<file path="config.mk">
export PLATFORM = sky130hd
export DESIGN_NAME = muldiv_unit_flat
export DESIGN_NICKNAME = d
export VERILOG_FILES = /design/src/rtl/muldiv_unit_if.sv /design/src/rtl/muldiv_unit.sv /design/src/flat_wrapper.sv
export SDC_FILE = /design/constraint.sdc
export NUM_CORES = 1
export LEC_CHECK = 0
export BUFFER_PORTS_ARGS = -buffer_cell sky130_fd_sc_hd__buf_2
export CAP_MARGIN = 10
export CORE_MARGIN = 3
export CORE_UTILIZATION = 50
export DETAILED_ROUTE_END_ITERATION = 10
export GPL_TIMING_DRIVEN = 0
export PLACE_DENSITY = 0.68
export SYNTH_ARGS = -nofsm -noshare
export SYNTH_HDL_FRONTEND = slang
export SYNTH_SLANG_ARGS = --single-unit
</file>
<file path="constraint.sdc">
create_clock -name clk -period 15.1 [get_ports clk]
set_input_delay 4.53 -clock clk [delete_from_list [all_inputs] [get_ports clk]]
set_output_delay 4.53 -clock clk [all_outputs]
set_load 0.02 [all_outputs]
</file>
<file path="src/rtl/muldiv_unit_if.sv">
// muldiv_unit_if -- request/result bundle between the core and the HI/LO
// multiply/divide unit.
//   start, op, src_a, src_b : operation request (op 00 MULT, 01 MULTU,
//                             10 DIV, 11 DIVU)
//   mthi, mtlo, wdata       : direct writes into HI / LO
//   busy, done              : progress and one-cycle completion pulse
//   hi, lo                  : architectural HI / LO registers
// master drives requests (core / bench), slave is the muldiv_unit.
interface muldiv_unit_if #(
   parameter int DATA_W = 32
);
   logic              start;
   logic [1:0]        op;
   logic [DATA_W-1:0] src_a;
   logic [DATA_W-1:0] src_b;
   logic              mthi;
   logic              mtlo;
   logic [DATA_W-1:0] wdata;
   logic              busy;
   logic              done;
   logic [DATA_W-1:0] hi;
   logic [DATA_W-1:0] lo;

   modport master (
      output start, op, src_a, src_b, mthi, mtlo, wdata,
      input  busy, done, hi, lo
   );

   modport slave (
      input  start, op, src_a, src_b, mthi, mtlo, wdata,
      output busy, done, hi, lo
   );
endinterface

</file>
<file path="src/rtl/muldiv_unit.sv">
// muldiv_unit -- iterative radix-2 multiply/divide unit with HI/LO registers.
// Ports:
//   clk   : clock, all state changes on the rising edge
//   reset : synchronous active-high reset (clears FSM, counter, HI, LO)
//   bus   : muldiv_unit_if.slave request/result bundle
// Operation: magnitudes are latched on an accepted start, DATA_W iterations
// run in CALC (shift-add or restoring shift-subtract), FIXUP restores signs
// and writes HI/LO, DONE pulses done for one cycle.
module muldiv_unit #(
   parameter int DATA_W = 32
) (
   input  logic          clk,
   input  logic          reset,
   muldiv_unit_if.slave  bus
);

   localparam int              CNT_W   = $clog2(DATA_W);
   localparam logic [CNT_W-1:0] LAST_IT = CNT_W'(DATA_W - 1);

   typedef enum logic [1:0] {IDLE, CALC, FIXUP, DONE} state_t;

   // Absolute value of an operand; unsigned ops pass through unchanged.
   // The most negative value maps onto itself, which is its correct
   // unsigned magnitude.
   function automatic logic [DATA_W-1:0] magnitude(
      input logic signed [DATA_W-1:0] v,
      input logic                     use_sign
   );
      logic signed [DATA_W-1:0] n;
      n = -v;
      return (use_sign && (v < 0)) ? $unsigned(n) : $unsigned(v);
   endfunction

   function automatic logic [DATA_W-1:0] cond_neg(
      input logic [DATA_W-1:0] v,
      input logic              neg
   );
      return neg ? -v : v;
   endfunction

   function automatic logic [2*DATA_W-1:0] cond_neg_wide(
      input logic [2*DATA_W-1:0] v,
      input logic                neg
   );
      return neg ? -v : v;
   endfunction

   // control state (reset)
   state_t            state_q, state_d;
   logic [CNT_W-1:0]  cnt_q, cnt_d;
   logic [DATA_W-1:0] hi_q, hi_d;
   logic [DATA_W-1:0] lo_q, lo_d;

   // operation context and partial results (no reset, only meaningful
   // after an accepted start)
   logic                is_div_q, is_div_d;
   logic                neg_res_q, neg_res_d;   // negate product / quotient
   logic                neg_rem_q, neg_rem_d;   // remainder follows dividend
   logic                divz_q, divz_d;
   logic [2*DATA_W-1:0] acc_q, acc_d;           // product accumulator
   logic [2*DATA_W-1:0] mcand_q, mcand_d;       // multiplicand, shifts left
   logic [DATA_W-1:0]   mplier_q, mplier_d;     // multiplier, shifts right
   logic [DATA_W-1:0]   rem_q, rem_d;           // partial remainder
   logic [DATA_W-1:0]   dq_q, dq_d;             // dividend out / quotient in
   logic [DATA_W-1:0]   dvs_q, dvs_d;           // divisor magnitude

   logic                is_signed_op;
   logic                a_neg, b_neg;
   logic [DATA_W-1:0]   mag_a, mag_b;
   logic [DATA_W:0]     shifted, diff;
   logic [2*DATA_W-1:0] prod_fix;
   logic [DATA_W-1:0]   quo_fix, rem_fix;
   logic                mt_window;

   assign is_signed_op = ~bus.op[0];
   assign a_neg        = is_signed_op & bus.src_a[DATA_W-1];
   assign b_neg        = is_signed_op & bus.src_b[DATA_W-1];
   assign mag_a        = magnitude(bus.src_a, is_signed_op);
   assign mag_b        = magnitude(bus.src_b, is_signed_op);

   // Restoring divide step: bring the next dividend bit into the remainder
   // and keep the subtraction only if it did not borrow (bit DATA_W clear).
   assign shifted  = {rem_q, dq_q[DATA_W-1]};
   assign diff     = shifted - {1'b0, dvs_q};

   assign prod_fix = cond_neg_wide(acc_q, neg_res_q);
   assign quo_fix  = cond_neg(dq_q, neg_res_q);
   assign rem_fix  = cond_neg(rem_q, neg_rem_q);

   // Register writes only land while idle and not starting, or in DONE.
   assign mt_window = ((state_q == IDLE) && !bus.start) || (state_q == DONE);

   always_comb begin
      state_d   = state_q;
      cnt_d     = cnt_q;
      hi_d      = hi_q;
      lo_d      = lo_q;
      is_div_d  = is_div_q;
      neg_res_d = neg_res_q;
      neg_rem_d = neg_rem_q;
      divz_d    = divz_q;
      acc_d     = acc_q;
      mcand_d   = mcand_q;
      mplier_d  = mplier_q;
      rem_d     = rem_q;
      dq_d      = dq_q;
      dvs_d     = dvs_q;

      unique case (state_q)
         IDLE: begin
            if (bus.start) begin
               state_d   = CALC;
               cnt_d     = '0;
               is_div_d  = bus.op[1];
               neg_res_d = a_neg ^ b_neg;
               neg_rem_d = a_neg;
               divz_d    = (bus.src_b == '0);
               acc_d     = '0;
               mcand_d   = {{DATA_W{1'b0}}, mag_a};
               mplier_d  = mag_b;
               rem_d     = '0;
               dq_d      = mag_a;
               dvs_d     = mag_b;
            end
         end
         CALC: begin
            if (is_div_q) begin
               if (!diff[DATA_W]) begin
                  rem_d = diff[DATA_W-1:0];
                  dq_d  = {dq_q[DATA_W-2:0], 1'b1};
               end else begin
                  rem_d = shifted[DATA_W-1:0];
                  dq_d  = {dq_q[DATA_W-2:0], 1'b0};
               end
            end else begin
               if (mplier_q[0]) begin
                  acc_d = acc_q + mcand_q;
               end
               mcand_d  = mcand_q << 1;
               mplier_d = mplier_q >> 1;
            end
            cnt_d = cnt_q + CNT_W'(1);
            if (cnt_q == LAST_IT) begin
               state_d = FIXUP;
            end
         end
         FIXUP: begin
            if (is_div_q) begin
               // Divide by zero: quotient all ones, remainder is the
               // dividend, which the sign-restored remainder already is.
               lo_d = divz_q ? '1 : quo_fix;
               hi_d = rem_fix;
            end else begin
               hi_d = prod_fix[2*DATA_W-1:DATA_W];
               lo_d = prod_fix[DATA_W-1:0];
            end
            state_d = DONE;
         end
         DONE: begin
            state_d = IDLE;
         end
         default: begin
            state_d = IDLE;
         end
      endcase

      if (mt_window) begin
         if (bus.mthi) hi_d = bus.wdata;
         if (bus.mtlo) lo_d = bus.wdata;
      end
   end

   always_ff @(posedge clk) begin
      if (reset) begin
         state_q <= IDLE;
         cnt_q   <= '0;
         hi_q    <= '0;
         lo_q    <= '0;
      end else begin
         state_q <= state_d;
         cnt_q   <= cnt_d;
         hi_q    <= hi_d;
         lo_q    <= lo_d;
      end
   end

   always_ff @(posedge clk) begin
      is_div_q  <= is_div_d;
      neg_res_q <= neg_res_d;
      neg_rem_q <= neg_rem_d;
      divz_q    <= divz_d;
      acc_q     <= acc_d;
      mcand_q   <= mcand_d;
      mplier_q  <= mplier_d;
      rem_q     <= rem_d;
      dq_q      <= dq_d;
      dvs_q     <= dvs_d;
   end

   assign bus.busy = (state_q == CALC) || (state_q == FIXUP);
   assign bus.done = (state_q == DONE);
   assign bus.hi   = hi_q;
   assign bus.lo   = lo_q;

endmodule

</file>
<file path="src/flat_wrapper.sv">
// flat-port wrapper written by rule: the top's interface ports become plain ports
module muldiv_unit_flat 
#(
   parameter int DATA_W = 32
)
  (clk, reset, bus_start, bus_op, bus_src_a, bus_src_b, bus_mthi, bus_mtlo, bus_wdata, bus_busy, bus_done, bus_hi, bus_lo);
  muldiv_unit_if #(.DATA_W(DATA_W)) bus_i ();
  input  logic clk;
  input  logic reset;
  input wire logic [$bits(bus_i.start)-1:0] bus_start;
  input wire logic [$bits(bus_i.op)-1:0] bus_op;
  input wire logic [$bits(bus_i.src_a)-1:0] bus_src_a;
  input wire logic [$bits(bus_i.src_b)-1:0] bus_src_b;
  input wire logic [$bits(bus_i.mthi)-1:0] bus_mthi;
  input wire logic [$bits(bus_i.mtlo)-1:0] bus_mtlo;
  input wire logic [$bits(bus_i.wdata)-1:0] bus_wdata;
  output wire logic [$bits(bus_i.busy)-1:0] bus_busy;
  output wire logic [$bits(bus_i.done)-1:0] bus_done;
  output wire logic [$bits(bus_i.hi)-1:0] bus_hi;
  output wire logic [$bits(bus_i.lo)-1:0] bus_lo;
  assign bus_i.start = bus_start;
  assign bus_i.op = bus_op;
  assign bus_i.src_a = bus_src_a;
  assign bus_i.src_b = bus_src_b;
  assign bus_i.mthi = bus_mthi;
  assign bus_i.mtlo = bus_mtlo;
  assign bus_i.wdata = bus_wdata;
  assign bus_busy = bus_i.busy;
  assign bus_done = bus_i.done;
  assign bus_hi = bus_i.hi;
  assign bus_lo = bus_i.lo;
  muldiv_unit #(.DATA_W(DATA_W)) u_core (.clk(clk), .reset(reset), .bus(bus_i));
endmodule
</file>
# Yosys cells after proc, flatten, opt, wreduce, memory -nomap -nowiden

Cells that the tools add are included.

Input bits: 103
Output and inout bits: 66
Logic and storage cells: 89
Flip-flop bits (word level): 331

Muxes and demuxes: 37
Bitwise gates (word level): 4
Add/subtract/negate cells: 8
Reductions and logical operators: 15
Eq/ne operators: 9
Magnitude comparators: 2

Operator list:

| kind                                                                     | count |
|---|---|
| 32-bit two-way mux                                                       | 20 |
| 64-bit two-way mux                                                       | 6 |
| 64-bit case mux with 2 select lines                                      | 2 |
| 32-bit case mux with 2 select lines                                      | 3 |
| 32-bit negation                                                          | 4 |
| 64-bit adder                                                             | 1 |
| 32-bit by 1-bit < comparator with 1-bit output (second input constant)   | 2 |
| 64-bit negation                                                          | 1 |
| 33-bit by 32-bit subtractor with 33-bit output                           | 1 |
| 32-bit logical NOT                                                       | 1 |
| 5-bit case mux with 2 select lines                                       | 1 |
| 2-bit case mux with 4 select lines                                       | 1 |
| 2-bit by 1-bit inequality test with 1-bit output (second input constant) | 3 |
| 2-bit AND reduction                                                      | 3 |
| 3-bit AND reduction                                                      | 2 |
| 5-bit by 1-bit adder with 5-bit output (second input constant)           | 1 |
| 5-bit == test (second input constant)                                    | 1 |
| 5-bit two-way mux                                                        | 1 |
| 2-bit == test (second input constant)                                    | 2 |
| 2-bit two-way mux                                                        | 2 |
| 2-bit inequality test (second input constant)                            | 2 |
| 4-bit AND reduction                                                      | 1 |
| 1-bit logical AND                                                        | 3 |
| 1-bit bitwise AND                                                        | 2 |
| other kinds (8)                                                          | 9 |

# Depth between registers and ports, before layout

Depth in word-level cells: 7
Mapped depth: 14

# Worst setup path before layout

Ideal clock, no wire load.

Kind: input to register
Start: input port bus_start
End: register u_core.acc_q[0] (enable)
Slack: 2008 ps
Setup time: 493 ps
Cell stages on the path: 4
Data arrival time: 12599 ps
Cells stage by stage: nand2b_1 -> o21ai_1 -> a21oi_1 -> nor2b_1

Word-level cells in the longest chain between the ends: 2

Ends and longest elaborated chain:

| item                                   | line               | RTL |
|---|---|---|
| from (decl)                            | flat_wrapper.sv:10 | `input wire logic [$bits(bus_i.start)-1:0] bus_start;` |
| 2-bit inequality test (no source line) | -                  |  |
| 4-bit AND reduction (no source line)   | -                  |  |
| to (signal assigned)                   | muldiv_unit.sv:192 | `acc_q <= acc_d;` |
| to (decl)                              | muldiv_unit.sv:60  | `logic [2*DATA_W-1:0] acc_q, acc_d;` |

No other way between the ends.
A chain may end at the register's enable or synchronous reset.

# Final worst setup path

Start: input port bus_src_b[0]
End: register u_core.mplier_q[30], data pin

Word-level cells in the longest chain between the ends: 5
Elaborated cells on any way between the ends: 6

Ends and longest elaborated chain:

| item                                           | line               | RTL |
|---|---|---|
| from (decl)                                    | flat_wrapper.sv:13 | `input wire logic [$bits(bus_i.src_b)-1:0] bus_src_b;` |
| 32-bit by 1-bit < comparator with 1-bit output | muldiv_unit.sv:31  | `return (use_sign && (v < 0)) ? $unsigned(n) : $unsigned(v);` |
| 1-bit logical AND                              | muldiv_unit.sv:31  |  |
| 32-bit two-way mux (*)                         | muldiv_unit.sv:31  |  |
| named net u_core.mag_b[30]                     | muldiv_unit.sv:69  | `logic [DATA_W-1:0] mag_a, mag_b;` |
| 32-bit two-way mux (*)                         | muldiv_unit.sv:111 | `if (bus.start) begin` |
| 32-bit case mux with 2 select lines (*)        | muldiv_unit.sv:109 | `unique case (state_q)` |
| named net u_core.mplier_d[30]                  | muldiv_unit.sv:62  | `logic [DATA_W-1:0] mplier_q, mplier_d;` |
| to (signal assigned)                           | muldiv_unit.sv:194 | `mplier_q <= mplier_d;` |
| to (decl)                                      | muldiv_unit.sv:62  |  |

Mark *: on every way through the listed nets, which the timed path passes. The rest lies on a longest branch. The select of a mux whose other input is x is not followed.

==> results.tsv <==
stage	metric	value	unit
setup_path	cpMaxStageDelayCell	nor3_1	
yosys	synth_top_area_share	0.340	
die	start_util	0.513	
yosys	synth.area.top_cells	edfxtp_1, xnor2_1, dfxtp_1, ha_1, a21oi_1	
timing	setup_ws	7.99	ns
timing	fmax	0.141	GHz
final_layout	fill_cells	3978	
yosys	syn_nets	2740	
setup_path	cp-end-kind	flip-flop	
timing	finalCritPeriodShare	0.471	
setup_path	slowest_delay	0.52	ns
power_and_ir_drop	p_int	3.77	mW
yosys	synth_common_cells	nor2_1, edfxtp_1, a21oi_1	
die	coreArea	44800	sq um
final_layout	multi_input_area	12800	sq um
drt	dr.first_iter.drc_count	2516	
yosys	dominantRegCellSynth	edfxtp_1	
yosys	synth_seq_cells	331	
timing	clock_skew	0.0244	ns
power_and_ir_drop	ir_worst_vdd	0.000161	V
clocking	h-tree-depth	2	
clocking	hold_buffers	0	
clocking	cts_root_buffer	clkbuf_16	
die	pin_count	169	
global_routing	grt_max_degree	37	
clocking	clkLatencyLatePin	0.57	ns
global_routing	grt_antenna_before_repair	2	
clocking	clk_pin_slew	0.06	ns
timing	hold_viol_final	0	
yosys	synthCells	2528	
power_and_ir_drop	swShare	0.487	
drt	routed_via_density	6.29	
place	dp_hpwl	61.7	mm
yosys	syn-cell-area	23000	sq um
drt	drc	0	
setup_path	worstPathRequired	15.41	ns
die	die_h	220	um
setup_path	worst_path_most_repeated_cell	nand2_1	
yosys	synth_cell_type_count	75	
final_layout	fin_nets	2956	
drt	drt_pre_antenna_iters	5	
die	die-area	48600	sq um
yosys	synth_edf_count	260	
power_and_ir_drop	p_leak	10.0	nW
final_layout	area_growth	13.1	%
clocking	cts_buffers	39	
timing	worst_slew_pin_slew	1.33	ns
worst_hold_path	min_path_type	reg2reg	
worst_hold_path	whs_path_depth	2	
run_status	status	completed	
clocking	clk_path_buf_depth	3	
setup_path	crit_buf_inv	2	
timing	period_minus_slack	7.11	ns
timing	setup_viol	0	
timing	rsz0062_at_grt	no	
timing	maxSlewHeadroom	0.114	
setup_path	ff2ff_path_depth	11	
setup_path	ff2ff_setup_slack	10.34	ns
drt	wire_per_inst	23.3	um
final_layout	seq_area	9230	sq um
global_routing	grt_pass1_vias	19600	
global_routing	track_usage	0.315	
final_layout	fin_util	0.580	
die	rows	77	
power_and_ir_drop	pwr-share-clk	0.126	
setup_path	critical_path.cell_chain	buf_2 -> inv_1 -> ha_1 -> nand2_1 -> nor3_1 -> nand2_1 -> nor3_1 -> nand2_1 -> o41ai_1 -> xnor2_1 -> mux2_2	
setup_path	crit_type	in2reg	
drt	final_antenna_net_count	0	
final_layout	drive_gt1_frac	0.108	
yosys	synth_warnings	0	
setup_path	crit_arrival	7.41	ns
drt	vias	21200	
place	place_congestion	0.987	
die	die_x	220	um
power_and_ir_drop	power_density	283	nW/um^2
global_routing	grt_pass1_wl	116	mm
power_and_ir_drop	switching_power	3.59	mW
power_and_ir_drop	comb_power_share	0.581	
yosys	synth.most_common_cell	nor2_1	
setup_path	path_delay_family	simple AND/OR/NAND/NOR gates	
run	cap_violations	0	
setup_path	start_kind	input pin	
clocking	cts_setup_buffers	0	
drt	drt-total-wl	78.3	mm
yosys	yosys.area.top_type	edfxtp_1	
final_layout	num_antenna_cells	0	
power_and_ir_drop	power	7.36	mW
final_layout	stdcell_count	3366	
clocking	cts_sinks	331	
setup_path	cp_max_fo	5	
yosys	seq_area_frac_synth	0.402	
yosys	postSynth.asyncResetShare	0	
clocking	cts_resized	0	
place	port_buffers	167	
power_and_ir_drop	seqPwrFrac	0.292	
place	place_inst	3295	
setup_path	cp_num_cells	11	
clocking	cts_tree	built	
place	dpl_worst_slack	7.49	ns
timing	slew_viol_final	0	
global_routing	overflow	0	
yosys	synth.avg_cell_area	9.09	sq um
layout by cell type (no fill, tap or decap), drive strengths merged, types with 11 or more instances in the layout:
cell,synthesis,final
o22ai,11,11
or4,17,17
nor2,286,286
and2,47,47
nor2b,11,11
a311oi,16,16
inv,142,143
mux2i,46,46
nand2b,23,23
o41ai,34,34
nand4,33,33
o31ai,42,42
edfxtp,260,260
a211oi,57,57
dfxtp,71,71
clkinv,0,17
ha,107,107
a21oi,250,250
xor2,87,87
o21ai,139,139
o21a,14,14
xnor2,174,174
buf,17,192
or3,21,21
nand3,30,30
nor3,42,42
nand2,175,175
o21bai,18,18
a31oi,20,20
mux2,30,30
clkbuf,107,154
o221ai,23,23
a21o,41,41
nor4,19,19
o211ai,23,23
and3,17,17
final timing paths:
check | startpoint | endpoint
max | bus_src_b[0] | u_core.mplier_q[30]
max reg2reg | u_core.acc_q[0] | u_core.acc_q[58]
min | u_core.bus.lo[7] | u_core.bus.lo[7]
min reg2reg | u_core.bus.lo[7] | u_core.bus.lo[7]
area by class of cell:
type | count | area share
clock inverter | 24 | 0.00818
inverter | 142 | 0.0205
tap | 592 | 0.0285
multi-input combinational | 1931 | 0.491
buffer | 124 | 0.0183
clock buffer | 47 | 0.0395
sequential | 331 | 0.355
timing repair buffer | 175 | 0.0386
worst min-delay path, stage by stage (launching register included):
cell      delay [ns]
dfxtp_1         0.31
nand2_1         0.06
a311oi_1        0.07
per-layer routing:
| metal | GRT usage | part of all wire | up-vias |
|---|---|---|---|
| met5 | 0 | 0.00017 | - |
| met4 | 0.0796 | 0.024 | 2 |
| met3 | 0.0683 | 0.11 | 110 |
| met2 | 0.472 | 0.43 | 1100 |
| met1 | 0.463 | 0.44 | 10300 |
| li1 | - | - | 9717 |
power groups by stage:
stage	Combinational (mW)	Clock, mW	Sequential [mW]
finish	4.28	0.930	2.15
global route	4.66	0.978	2.19
CTS	4.19	0.941	2.13
detailed placement	4.16	0	2.14
global placement	4.00	0	2.24
floorplan	2.92	0	2.08
sequential cells by signal, indices dropped and copies added, names as in the netlist:
name	count
u_core.acc_q	64
u_core.mcand_q	64
u_core.bus.hi	32
u_core.bus.lo	32
u_core.dq_q	32
u_core.dvs_q	32
u_core.mplier_q	32
u_core.rem_q	32
u_core.cnt_q	5
u_core.state_q	2
u_core.divz_q	1
u_core.is_div_q	1
u_core.neg_rem_q	1
u_core.neg_res_q	1
stage by stage:
step	area, sq um	hold slack, ns	setup TNS [ns]
after floorplan	23000	0.460	0
after global placement	24600	0.476	-154.98
after detailed placement	24800	0.479	0
after CTS	26000	0.489	0
after global routing	26000	0.510	0
final	26000	0.491	0
kinds of logic after synthesis:
group | Yosys count | synth area share
simple gates | 747 | 0.155
compound gates | 738 | 0.205
flops | 331 | 0.402
buf+inv | 266 | 0.0439
xor+xnor | 261 | 0.0995
fa+ha+maj | 109 | 0.0600
mux | 76 | 0.0347
(Power assumes the default switching activity.)
